### src/rtl/npc_pc_pkg.sv
// rtl/npc_pc_pkg.sv - shared CPU definitions for next-PC selection
package npc_pc_pkg;

  typedef enum logic [2:0] {
    BR_NONE = 3'd0,
    BR_BEQ  = 3'd1,
    BR_BNE  = 3'd2,
    BR_BLEZ = 3'd3,
    BR_BGTZ = 3'd4,
    BR_BLTZ = 3'd5,
    BR_BGEZ = 3'd6,
    BR_RSV  = 3'd7
  } br_type_e;

  typedef enum logic [1:0] {
    J_NONE = 2'd0,
    J_J    = 2'd1,
    J_JR   = 2'd2,
    J_RSV  = 2'd3
  } j_type_e;

  localparam logic [31:0] RESET_PC_DEF = 32'h0000_3000;
  localparam logic [31:0] EXC_VEC_DEF  = 32'h0000_4180;
  localparam logic [31:0] ADDR_LO      = 32'h0000_3000;
  localparam logic [31:0] ADDR_HI      = 32'h0000_4ffc;

  // Reserved encoding 7 decodes as "no branch"
  function automatic logic is_branch(input logic [2:0] t);
    return (t != BR_NONE) && (t != BR_RSV);
  endfunction

endpackage

### src/rtl/npc_pc_br_cond.sv
// rtl/npc_pc_br_cond.sv - branch condition and jump decode for the ID instruction
module br_cond
  import npc_pc_pkg::*;
(
  input  logic [2:0] br_type,
  input  logic [1:0] j_type,
  input  logic       beq,
  input  logic       greater0,
  input  logic       less0,
  input  logic       equal0,
  output logic       br_hit,
  output logic       jmp
);

  always_comb begin
    br_hit = 1'b0;
    case (br_type)
      BR_BEQ:  br_hit = beq;
      BR_BNE:  br_hit = ~beq;
      BR_BLEZ: br_hit = less0 | equal0;
      BR_BGTZ: br_hit = greater0;
      BR_BLTZ: br_hit = less0;
      BR_BGEZ: br_hit = ~less0;
      default: br_hit = 1'b0;
    endcase
  end

  assign jmp = (j_type == J_J) || (j_type == J_JR);

endmodule

### src/rtl/npc_pc.sv
// rtl/npc_pc.sv - fetch PC register and next-PC mux; NPC_BRANCH_STATS_EN adds branch counters
module npc_pc
  import npc_pc_pkg::*;
#(
  parameter logic [31:0] RESET_PC = RESET_PC_DEF,
  parameter logic [31:0] EXC_VEC  = EXC_VEC_DEF
) (
  input  logic        clk,
  input  logic        reset,
  input  logic        stall,
  input  logic [2:0]  br_type,
  input  logic        beq,
  input  logic        greater0,
  input  logic        less0,
  input  logic        equal0,
  input  logic [1:0]  j_type,
  input  logic [25:0] instr_index,
  input  logic [31:0] jr_target,
  input  logic [15:0] imm16,
  input  logic [31:0] pc4_id,
  input  logic        exc_req,
  input  logic        eret_req,
  input  logic [31:0] epc,
  output logic [31:0] pc,
  output logic [31:0] pc4,
  output logic        taken,
  output logic        bd,
`ifdef NPC_BRANCH_STATS_EN
  output logic        adel,
  output logic [31:0] br_cnt,
  output logic [31:0] br_taken_cnt
`else
  output logic        adel
`endif
);

  logic        br_hit;
  logic        jmp;
  logic [31:0] br_target;
  logic [31:0] j_target;
  logic [31:0] redirect;
  logic [31:0] next_pc;

  br_cond u_br_cond (
    .br_type  (br_type),
    .j_type   (j_type),
    .beq      (beq),
    .greater0 (greater0),
    .less0    (less0),
    .equal0   (equal0),
    .br_hit   (br_hit),
    .jmp      (jmp)
  );

  assign taken     = (br_hit | jmp) & ~stall;
  assign br_target = pc4_id + {{14{imm16[15]}}, imm16, 2'b00};
  assign j_target  = {pc4_id[31:28], instr_index, 2'b00};

  // A jump overrides any branch encoding that happens to share the cycle
  always_comb begin
    redirect = br_target;
    if (j_type == J_J)
      redirect = j_target;
    else if (j_type == J_JR)
      redirect = jr_target;
  end

  always_comb begin
    next_pc = pc4;
    if (exc_req)
      next_pc = EXC_VEC;
    else if (eret_req)
      next_pc = epc;
    else if (stall)
      next_pc = pc;
    else if (taken)
      next_pc = redirect;
  end

  assign pc4  = pc + 32'd4;
  assign adel = (pc[1:0] != 2'b00) || (pc < ADDR_LO) || (pc > ADDR_HI);

  always_ff @(posedge clk or negedge reset) begin
    if (!reset) begin
      pc <= RESET_PC;
      bd <= 1'b0;
    end else begin
      pc <= next_pc;
      if (exc_req || eret_req)
        bd <= 1'b0;
      else if (!stall)
        bd <= is_branch(br_type) | jmp;
    end
  end

`ifdef NPC_BRANCH_STATS_EN
  logic br_count_en;

  assign br_count_en = ~stall & ~exc_req & is_branch(br_type);

  always_ff @(posedge clk or negedge reset) begin
    if (!reset) begin
      br_cnt       <= 32'd0;
      br_taken_cnt <= 32'd0;
    end else if (br_count_en) begin
      br_cnt <= br_cnt + 32'd1;
      if (br_hit)
        br_taken_cnt <= br_taken_cnt + 32'd1;
    end
  end
`endif

endmodule

### config.mk
export PLATFORM = sky130hd
export DESIGN_NAME = npc_pc
export DESIGN_NICKNAME = d
export VERILOG_FILES = /design/src/rtl/npc_pc_pkg.sv /design/src/rtl/npc_pc_br_cond.sv /design/src/rtl/npc_pc.sv
export SDC_FILE = /design/constraint.sdc
export NUM_CORES = 1
export LEC_CHECK = 0
export CORE_ASPECT_RATIO = 1.4
export CORE_UTILIZATION = 40
export CTS_CLUSTER_DIAMETER = 80
export DETAILED_ROUTE_END_ITERATION = 16
export GPL_ROUTABILITY_DRIVEN = 0
export MAX_ROUTING_LAYER = met4
export PLACE_DENSITY = 0.73
export SLEW_MARGIN = 20
export SYNTH_ARGS = -nofsm -noshare
export SYNTH_HDL_FRONTEND = slang
export SYNTH_SLANG_ARGS = --single-unit
### constraint.sdc
create_clock -name clk -period 2.73 [get_ports clk]
set_input_delay 0.4095 -clock clk [delete_from_list [all_inputs] [get_ports clk]]
set_output_delay 0.4095 -clock clk [all_outputs]
set_load 0.02 [all_outputs]
# Word level (Yosys, flattened, before mapping)
# Index checks and enable logic that the tools add are counted.
[totals] ff_bits=33 input_bits=152 out_inout_bits=67
[op_classes] n_addsub=2 magnitude_cmp=2 eq_ne=11 n_mux=9 bitwise_logic=7 n_reduce_logical=7
[ops] op="32-bit 2-to-1 mux" count=6
[ops] op="32-bit by 3-bit adder with 32-bit output (second input constant)" count=1
[ops] op="32-bit adder" count=1
[ops] op="32-bit by 15-bit > comparator with 1-bit output (second input constant)" count=1
[ops] op="32-bit by 14-bit < comparator with 1-bit output (second input constant)" count=1
[ops] op="3-bit == test (second input constant)" count=3
[ops] op="3-bit by 2-bit == test with 1-bit output (second input constant)" count=2
[ops] op="1-bit one-hot mux with 6 select lines" count=1
[ops] op="1-bit logical OR" count=4
[ops] op="3-bit by 1-bit == test with 1-bit output (second input constant)" count=1
[ops] op="3-bit by 1-bit != test with 1-bit output (second input constant)" count=1
[ops] op="3-bit != test (second input constant)" count=1
[ops] op="1-bit inverter" count=3
[ops] op="1-bit OR" count=3
[ops] op="3-bit nonzero test" count=1
[ops] op="2-bit by 1-bit == test with 1-bit output (second input constant)" count=1
[ops] op="2-bit == test (second input constant)" count=1
[ops] op="1-bit 2-to-1 mux" count=2
[ops] op="2-bit by 1-bit != test with 1-bit output (second input constant)" count=1
[ops] op="2-bit nonzero test" count=1
[ops] op="1-bit bitwise AND" count=1
[ops] op="1-bit logical AND" count=1

# Longest topological paths before layout
# Gate-level depths: netlist of the first run.
[logic_depth] depth_word=8 ltp_mapped=12 depth_no_buf=11

# By module
# A second synthesis of the first run with hierarchy kept.
[hier_totals] hier_cells=718 hier_area_um2=5106.1
[by_module_without_submodules] mod="npc_pc" instances=1 cells_per_inst=711 area_per_inst_um2=5046.1
[by_module_without_submodules] mod="br_cond" instances=1 cells_per_inst=7 area_per_inst_um2=60.1

# Worst setup path before layout of the first run
# No wires, ideal clock.
[synth_path] kind="input-to-reg" from="in imm16[0]" to="reg pc[28]" setup_time_ns=0.094 t_arrival_ns=2.744 required_time_ns=2.636 setup_slack_ns=-0.108 cell_stages=11 path_buffers=0 cell_sequence="ha_1 inv_1 fa_1 nand2b_1 a211oi_1 o2111ai_1 a211oi_1 o21ai_1 xor2_1 a211o_1 a211oi_1"
[synth_between] elab_chain_len=7
[synth_lines] item="start, declared" line="npc_pc.sv:19" rtl="input logic [15:0] imm16,"
[synth_lines] item="32-bit adder" line="npc_pc.sv:56" rtl="assign br_target = pc4_id + {{14{imm16[15]}}, imm16, 2'b00};"
[synth_lines] item="32-bit 2-to-1 mux" line="npc_pc.sv:64" rtl="else if (j_type == J_JR)"
[synth_lines] item="32-bit 2-to-1 mux" line="npc_pc.sv:62" rtl="if (j_type == J_J)"
[synth_lines] item="32-bit 2-to-1 mux" line="npc_pc.sv:76" rtl="else if (taken)"
[synth_lines] item="32-bit 2-to-1 mux" line="npc_pc.sv:74" rtl="else if (stall)"
[synth_lines] item="32-bit 2-to-1 mux" line="npc_pc.sv:72" rtl="else if (eret_req)"
[synth_lines] item="32-bit 2-to-1 mux" line="npc_pc.sv:70" rtl="if (exc_req)"
[synth_lines] item="end signal, assigned" line="npc_pc.sv:88" rtl="pc <= next_pc;"
[synth_lines] item="end, declared" line="npc_pc.sv:24" rtl="output logic [31:0] pc,"
# Every way passes these cells. The select of a mux whose other input is x is not followed.
# A chain may end at the register's enable or synchronous reset.

# Worst setup path after layout of the first run
[layout_path] from="in pc4_id[13]" to="reg pc[30]"
[layout_between] elab_chain_len=7
[layout_lines] item="start, declared" line="npc_pc.sv:20" rtl="input logic [31:0] pc4_id,"
[layout_lines] item="32-bit adder" line="npc_pc.sv:56"
[layout_lines] item="32-bit 2-to-1 mux" line="npc_pc.sv:64"
[layout_lines] item="32-bit 2-to-1 mux" line="npc_pc.sv:62"
[layout_lines] item="32-bit 2-to-1 mux" line="npc_pc.sv:76"
[layout_lines] item="32-bit 2-to-1 mux" line="npc_pc.sv:74"
[layout_lines] item="32-bit 2-to-1 mux" line="npc_pc.sv:72"
[layout_lines] item="32-bit 2-to-1 mux" line="npc_pc.sv:70"
# Every way passes these cells. The select of a mux whose other input is x is not followed.

==> impl_metrics.py, run 1 <==
metrics = {
    "status": {
        "outcome": "complete, but fails checks",
        "violations": "negative setup slack",
    },
    "critical_path": {
        "crit_start": "pc4_id[13]",
        "startpoint_type": "input pin",
        "crit_type": "in -> reg",
        "crit_arrival_ns": 2.98,
        "critPathMaxStageDelay_ns": 0.41,
        "critPathMaxFanout": 4,
        "critPathBufInv": 5,
        "cp_cell_sequence": "clkdlybuf4s50_1 -> ha_1 -> buf_4 -> nand2_2 -> o21ai_2 -> a21oi_2 -> buf_4 -> a211oi_2 -> buf_4 -> o21ai_2 -> buf_4 -> o21ai_4 -> mux2_4 -> nor2_1",
        "crit_slowest_cell": "clkdlybuf4s50_1",
        "required_ns": 2.94,
        "cpMostUsedCell": "buf_4",
        "critPathCaptureType": "flop",
        "r2r-start": "pc[13]",
        "critical_path.top_delay_family": "buffers and inverters",
    },
    "job": {
        "drv_cap": 0,
    },
    "grt": {
        "antenna_found_initial": 0,
        "overflow": 0,
        "grt_pass1_wl_mm": 35.0,
        "gr-usage-all-layers_pct": 36.2,
        "grt_max_degree": 39,
        "grt_pass1_vias": 7091,
    },
    "synth": {
        "synth_cell_types": 72,
        "synth_top_area_share_pct": 15.8,
        "netlist_top_cells_area": "dfrtp_1 (16%), ha_1 (8.2%), a21oi_1 (7.2%), nand2_1 (5.6%), xnor2_1 (5.4%)",
        "syn-num-nets": 866,
        "syn_area_sq_um": 4900,
        "yosysSeqAreaShare_pct": 16.9,
        "synth_edf_count": 0,
        "synthArstFlopShare_pct": 100,
        "ys_ff_latch": 33,
        "synth_top_area_cell": "dfrtp_1",
        "synth.avg_cell_area_sq_um": 7.19,
        "netlist_instances": 681,
        "ys_warn_count": 0,
        "synth_top_flop_cell": "dfrtp_1",
    },
    "detailed_routing": {
        "wl_per_cell_microns": 19.3,
        "avgViaCountPerCell": 5.95,
        "ant_nets": 0,
        "route.vias.total": 6948,
        "dr.pass1.iters": 6,
        "wirelength_mm": 22.5,
        "drc": 0,
        "drt_iter0_markers": 422,
    },
    "timing": {
        "max_slew_margin_pct": 48.2,
        "final-max-slew-violation-count": 0,
        "rsz0062_at_grt": "yes",
        "setup-violations-final": 4,
        "max_freq_mhz": 361,
        "setup_tns_ns": -0.0756,
        "period_share_pct": 101,
        "hold_viol_final": 0,
        "finClkSkew_ns": 0.00609,
        "min_period_ns": 2.77,
        "worst_pin_slew_ns": 0.777,
        "setup_slack_ns": -0.0377,
        "hold_ws_ns": 0.194,
    },
    "die": {
        "num_io_pins": 219,
        "start_util_pct": 41.2,
        "fp-row-count": 47,
        "core_sq_um": 11900,
        "die_w_microns": 95.5,
        "die_h_microns": 133,
        "die-area_sq_um": 12700,
    },
    "cts": {
        "cts_buffers": 5,
        "ctsHtreeMaxLevel": 2,
        "postCtsHoldBufs": 0,
        "clock_latency_ns": 0.28,
        "cts_tree": "yes",
        "cts_root_buffer": "clkbuf_16",
        "clk_path_buf_depth": 2,
        "clock-sinks": 33,
        "clkSlewWorstSetupHoldPaths_ns": 0.06,
    },
    "final_layout": {
        "seqCellArea_sq_um": 828,
        "multi_input_area_sq_um": 4260,
        "areaGrowthSynthToFinish_pct": 81.7,
        "layout-drive-gt1-share_pct": 26.1,
        "finalNonFillerCells": 1168,
        "finalNetCount": 1205,
        "fill_cells": 889,
        "diodes": 0,
        "final_common_cell": "clkdlybuf4s50_1",
        "layout_common_cells": "clkdlybuf4s50_1 (173), buf_4 (153), nand2_1 (72)",
    },
    "placed_design": {
        "post-place-ws_ns": -0.718,
        "detailed_place_hpwl_mm": 17.5,
        "dpl.cell_count": 1153,
        "io_buffer_count": 218,
    },
    "pwr": {
        "power_density_nw_per_um2": 327,
        "p_leak_uw": 0.00393,
        "power_uw": 2910,
        "ir_worst_vdd_v": 0.000211,
    },
    "min_path": {
        "hold_class": "in -> async",
    },
}
-- cells in the mapped netlist (3+ instances only) --
master,count
a211o_1,5
a31oi_1,6
a211oi_1,21
nor3b_1,3
xnor2_1,30
clkbuf_1,31
nand2b_1,12
nand2_1,73
a21boi_0,3
a21o_1,12
xor2_1,16
buf_2,7
o311ai_0,6
and2_1,3
o21a_1,7
o21bai_1,4
o22ai_1,8
mux2_2,3
nand3_1,21
nand3b_1,3
and4_1,6
a221oi_1,3
a221o_1,6
dfrtp_1,31
o211a_1,3
o21ai_1,3
inv_1,26
a32o_1,3
nor3_1,16
o211ai_1,16
mux2i_1,6
nand4_1,10
nor2_1,56
o21ai_0,49
a21oi_1,70
buf_1,3
o31ai_1,4
ha_1,32
nor4_1,9
and3_1,10
or3_1,6
-- layout make-up --
class	count	area share (%)
Multi-Input combinational cell	575	47.9
Inverter	29	1.25
Timing Repair Buffer	376	37.9
Sequential cell	33	9.30
Tap cell	147	2.07
Clock buffer	8	1.64
-- repair_timing --
item	CTS	global route
pin swaps	28	38
setup endpoints to repair	35	34
gates resized for setup	73	97
buffers inserted	3	5
-- cells by family after synthesis --
group	after synthesis	share of synthesized area [%]
fa+ha+maj	33	8.58
buf+inv	73	6.08
compound gates	249	33.7
flops	33	16.9
simple gates	237	24.3
mux	9	1.92
xor+xnor	47	8.55
-- power breakdown --
part | switching [uW] | internal (uW) | total, uW
registers | 44.9 | 533 | 578
logic | 876 | 888 | 1760
clock network | 205 | 364 | 568
total | 1130 | 1780 | 2910
-- per-stage QoR --
stage,util [%],instance area [sq um]
2_1_floorplan,-,4910
3_3_place_gp,69.3,8240
3_5_place_dp,69.3,8240
4_1_cts,72.0,8550
5_1_grt,75.0,8900
6_report,75.0,8900
-- state kept, by name, summed over array words and instances, names as in the netlist --
signal and count:
bd 1, pc 32
-- metal layers --
metal / routed length (microns) / vias up / global-route usage, %
met5: 0 / - / -
met4: 1310 / 0 / 20.5
met3: 1400 / 101 / 4.02
met2: 11400 / 372 / 60.8
met1: 8400 / 3267 / 40.8
li1: - / 3208 / -
-- worst paths after layout --
path,endpoint,depth (start not counted),slack [ns]
min in group clk,pc[1],3,0.54
worst min register to register,bd,2,0.64
worst max-delay path,pc[30],14,-0.04
worst min-delay path,pc[21],1,0.19
max in group asynchronous,pc[6],1,2.02
worst max register to register,pc[31],9,0.25
Power figures use the tool's default switching activity.
==> run 2, diff against run 1 <==
--- a/config.mk
+++ b/config.mk
@@ -5,13 +5,14 @@
 export SDC_FILE = /design/constraint.sdc
 export NUM_CORES = 1
 export LEC_CHECK = 0
-export CORE_ASPECT_RATIO = 1.4
+export ABC_AREA = 1
+export CORE_ASPECT_RATIO = 0.8
 export CORE_UTILIZATION = 40
 export CTS_CLUSTER_DIAMETER = 80
 export DETAILED_ROUTE_END_ITERATION = 16
 export GPL_ROUTABILITY_DRIVEN = 0
 export MAX_ROUTING_LAYER = met4
-export PLACE_DENSITY = 0.73
+export PLACE_DENSITY = 0.7
 export SLEW_MARGIN = 20
 export SYNTH_ARGS = -nofsm -noshare
 export SYNTH_HDL_FRONTEND = slang
==> run 2 against run 1 <==
Against the previous run:
- the flow now finishes without violations
- clock skew rose by 0.0036 ns
- power fell by 0.68%
- setup slack improved by 0.16 ns
- core utilization fell by 11 points
- worst hold slack improved by 0.30 ns
- register-to-register slack improved by 0.47 ns
- non-clock buffer count fell by 94
- largest cell class unchanged
==> impl_metrics.py, run 2 <==
metrics = {
    "final_layout": {
        "final_common_cell": "nand2_1",
        "fill_cells": 1355,
        "utilization_pct": 63.5,
        "layout-drive-gt1-share_pct": 8.65,
        "layout_common_cells": "nand2_1 (357), clkdlybuf4s50_1 (194), inv_1 (155)",
        "seqCellArea_sq_um": 837,
        "finalNonFillerCells": 1510,
        "areaGrowthSynthToFinish_pct": 53.0,
        "diodes": 0,
        "top_regs": "pc (32), bd (1)",
        "finalNetCount": 1514,
        "largest_reg_flops": 32,
        "top_register": "pc",
        "multi_input_area_sq_um": 4240,
    },
    "timing": {
        "min_period_ns": 2.61,
        "max_freq_mhz": 383,
        "rsz0062_at_grt": "no",
        "worst_pin_slew_ns": 0.518,
        "setup-violations-final": 0,
        "finClkSkew_ns": 0.00966,
        "hold_ws_ns": 0.493,
        "final-max-slew-violation-count": 0,
        "max_slew_margin_pct": 65.5,
        "period_share_pct": 95.6,
        "setup_slack_ns": 0.120,
        "hold_viol_final": 0,
    },
    "cts": {
        "cts_root_buffer": "clkbuf_16",
        "clock-sinks": 33,
        "clock_latency_ns": 0.29,
        "cts_buffers": 5,
        "clkSlewWorstSetupHoldPaths_ns": 0.06,
        "ctsHtreeMaxLevel": 2,
        "cts_tree": "yes",
        "clk_path_buf_depth": 2,
        "postCtsHoldBufs": 0,
    },
    "synth": {
        "synth_top_area_share_pct": 23.6,
        "synth_top_area_cell": "nand2_1",
        "netlist_top_cells_area": "nand2_1 (24%), dfrtp_1 (14%), inv_1 (10%), nor2_1 (9.9%), ha_1 (7.0%)",
        "ys_warn_count": 0,
        "syn_area_sq_um": 5710,
        "synth_edf_count": 0,
        "post-synth-top-count-cell": "nand2_1",
        "syn-num-nets": 1255,
        "synth.avg_cell_area_sq_um": 5.33,
        "synthArstFlopShare_pct": 100,
        "synth_common_cells": "nand2_1 (358), inv_1 (155), nor2_1 (151)",
        "synth_top_flop_cell": "dfrtp_1",
        "synth_cell_types": 45,
        "yosysSeqAreaShare_pct": 14.5,
        "netlist_instances": 1070,
        "ys_ff_latch": 33,
    },
    "die": {
        "die_w_microns": 136,
        "num_io_pins": 219,
        "die_h_microns": 109,
        "fp-row-count": 38,
        "start_util_pct": 41.5,
        "core_sq_um": 13700,
        "die-area_sq_um": 14700,
    },
    "grt": {
        "overflow": 0,
        "antenna_found_initial": 0,
        "grt_pass1_wl_mm": 37.9,
        "grt_max_degree": 45,
        "gr-usage-all-layers_pct": 34.6,
        "grt_pass1_vias": 7314,
    },
    "detailed_routing": {
        "drc": 0,
        "avgViaCountPerCell": 5.22,
        "wirelength_mm": 24.2,
        "dr.pass1.iters": 6,
        "wl_per_cell_microns": 16.0,
        "route.vias.total": 7885,
        "ant_nets": 0,
        "drt_iter0_markers": 723,
    },
    "pwr": {
        "combPwrFrac_pct": 56.9,
        "p_int_uw": 1650,
        "sw_frac_of_total_pct": 42.9,
        "ir_worst_vdd_v": 0.000301,
        "pwr-share-seq_pct": 21.2,
        "power_uw": 2890,
        "p_leak_uw": 0.00457,
        "p_clk_share_pct": 21.9,
        "p_sw_uw": 1240,
        "power_density_nw_per_um2": 331,
    },
    "critical_path": {
        "critPathBufInv": 1,
        "crit_type": "reg -> out",
        "crit_slowest_cell": "clkdlybuf4s50_1",
        "critical_path.top_delay_family": "simple AND/OR/NAND/NOR gates",
        "required_ns": 2.32,
        "startpoint_type": "flop",
        "crit_start": "pc[30]",
        "cpMostUsedCell": "nand4_1",
        "reg2reg_slack_ns": 0.72,
        "cp_cell_sequence": "nor4_2 -> nand4_1 -> a211oi_1 -> nand4_1 -> clkdlybuf4s50_1",
        "critPathCaptureType": "output port",
        "critPathMaxStageDelay_ns": 0.57,
        "critPathMaxFanout": 6,
        "crit_arrival_ns": 2.20,
        "r2r_cells": 12,
        "r2r-start": "pc[5]",
        "r2r_end": "pc[31]",
    },
    "min_path": {
        "whs_endpoint": "pc[13]",
        "hp-start": "pc[13]",
        "hold_class": "reg -> reg",
        "whs_path_depth": 2,
    },
    "status": {
        "outcome": "finished clean",
    },
    "job": {
        "drv_cap": 0,
    },
    "placed_design": {
        "dpl.cell_count": 1499,
        "io_buffer_count": 218,
        "detailed_place_hpwl_mm": 19.6,
        "post-place-ws_ns": -0.0393,
    },
}
## run 2: repair_timing
item	4_1_cts	5_1_grt
endpoints found under the hold margin	0	0
setup endpoints to repair	20	14
setup buffers	2	1
gates resized for setup	29	25
pin swaps	0	2
## run 2: per-layer routing
layer / wire [microns] / track usage [%]
met2: 10100 / 51.8
met5: 0 / -
met4: 653 / 9.95
met3: 2640 / 7.44
met1: 10700 / 46.6
## run 2: worst reg2reg max path: stages (launching register included)
cell	delay, ns
dfrtp_1	0.44
inv_1	0.14
nor2_2	0.17
nand2_1	0.11
inv_1	0.14
nand2_1	0.14
nor3_2	0.24
xnor2_1	0.15
clkinv_1	0.12
nand2_1	0.07
nand3_1	0.08
nand2_1	0.07
nand2_1	0.04
## run 2: how the worst max path moves through the flow
stage / slack [ns] / end / cells past startpoint
floorplan: 0.65 / pc4[16] / 5
global placement: 0.02 / taken / 8
detailed placement: -0.04 / pc[8] / 15
CTS: -0.01 / pc4[8] / 5
global route: 0.0004 / pc4[30] / 9
finish: 0.12 / adel / 5
## run 2: kinds of logic after synthesis
kind of cell / count (synthesis) / share of synthesized area [%]
and+or+nand+nor: 622 / 45.0
buffers and inverters: 189 / 13.0
AOI/OAI and AO/OA: 165 / 15.7
adders and majority gates: 33 / 7.37
DFF: 33 / 14.5
xor gates and xnor gates: 26 / 3.99
muxes: 2 / 0.351
## run 2: through the flow
step | instance area [sq um] | setup TNS [ns]
CTS | 8640 | -0.0109
global route | 8730 | 0
finish | 8730 | 0
floorplan | 5710 | 0
global placement | 8440 | 0
detailed placement | 8440 | -0.0414
## run 2: area by class of cell
cell class,instances,area share (%)
Sequential cell,33,9.59
Timing Repair Buffer,282,30.6
Inverter,159,6.84
Clock buffer,7,1.75
Tap cell,180,2.58
Multi-Input combinational cell,848,48.6
Clock inverter,1,0.0573
## run 2: power by group through the flow
stage | clock (uW) | combinational, uW | sequential, uW
after floorplan | 0 | 790 | 662
after global placement | 0 | 1600 | 615
after detailed placement | 0 | 1610 | 615
after CTS | 632 | 1610 | 608
after global routing | 656 | 1810 | 619
final | 633 | 1640 | 614
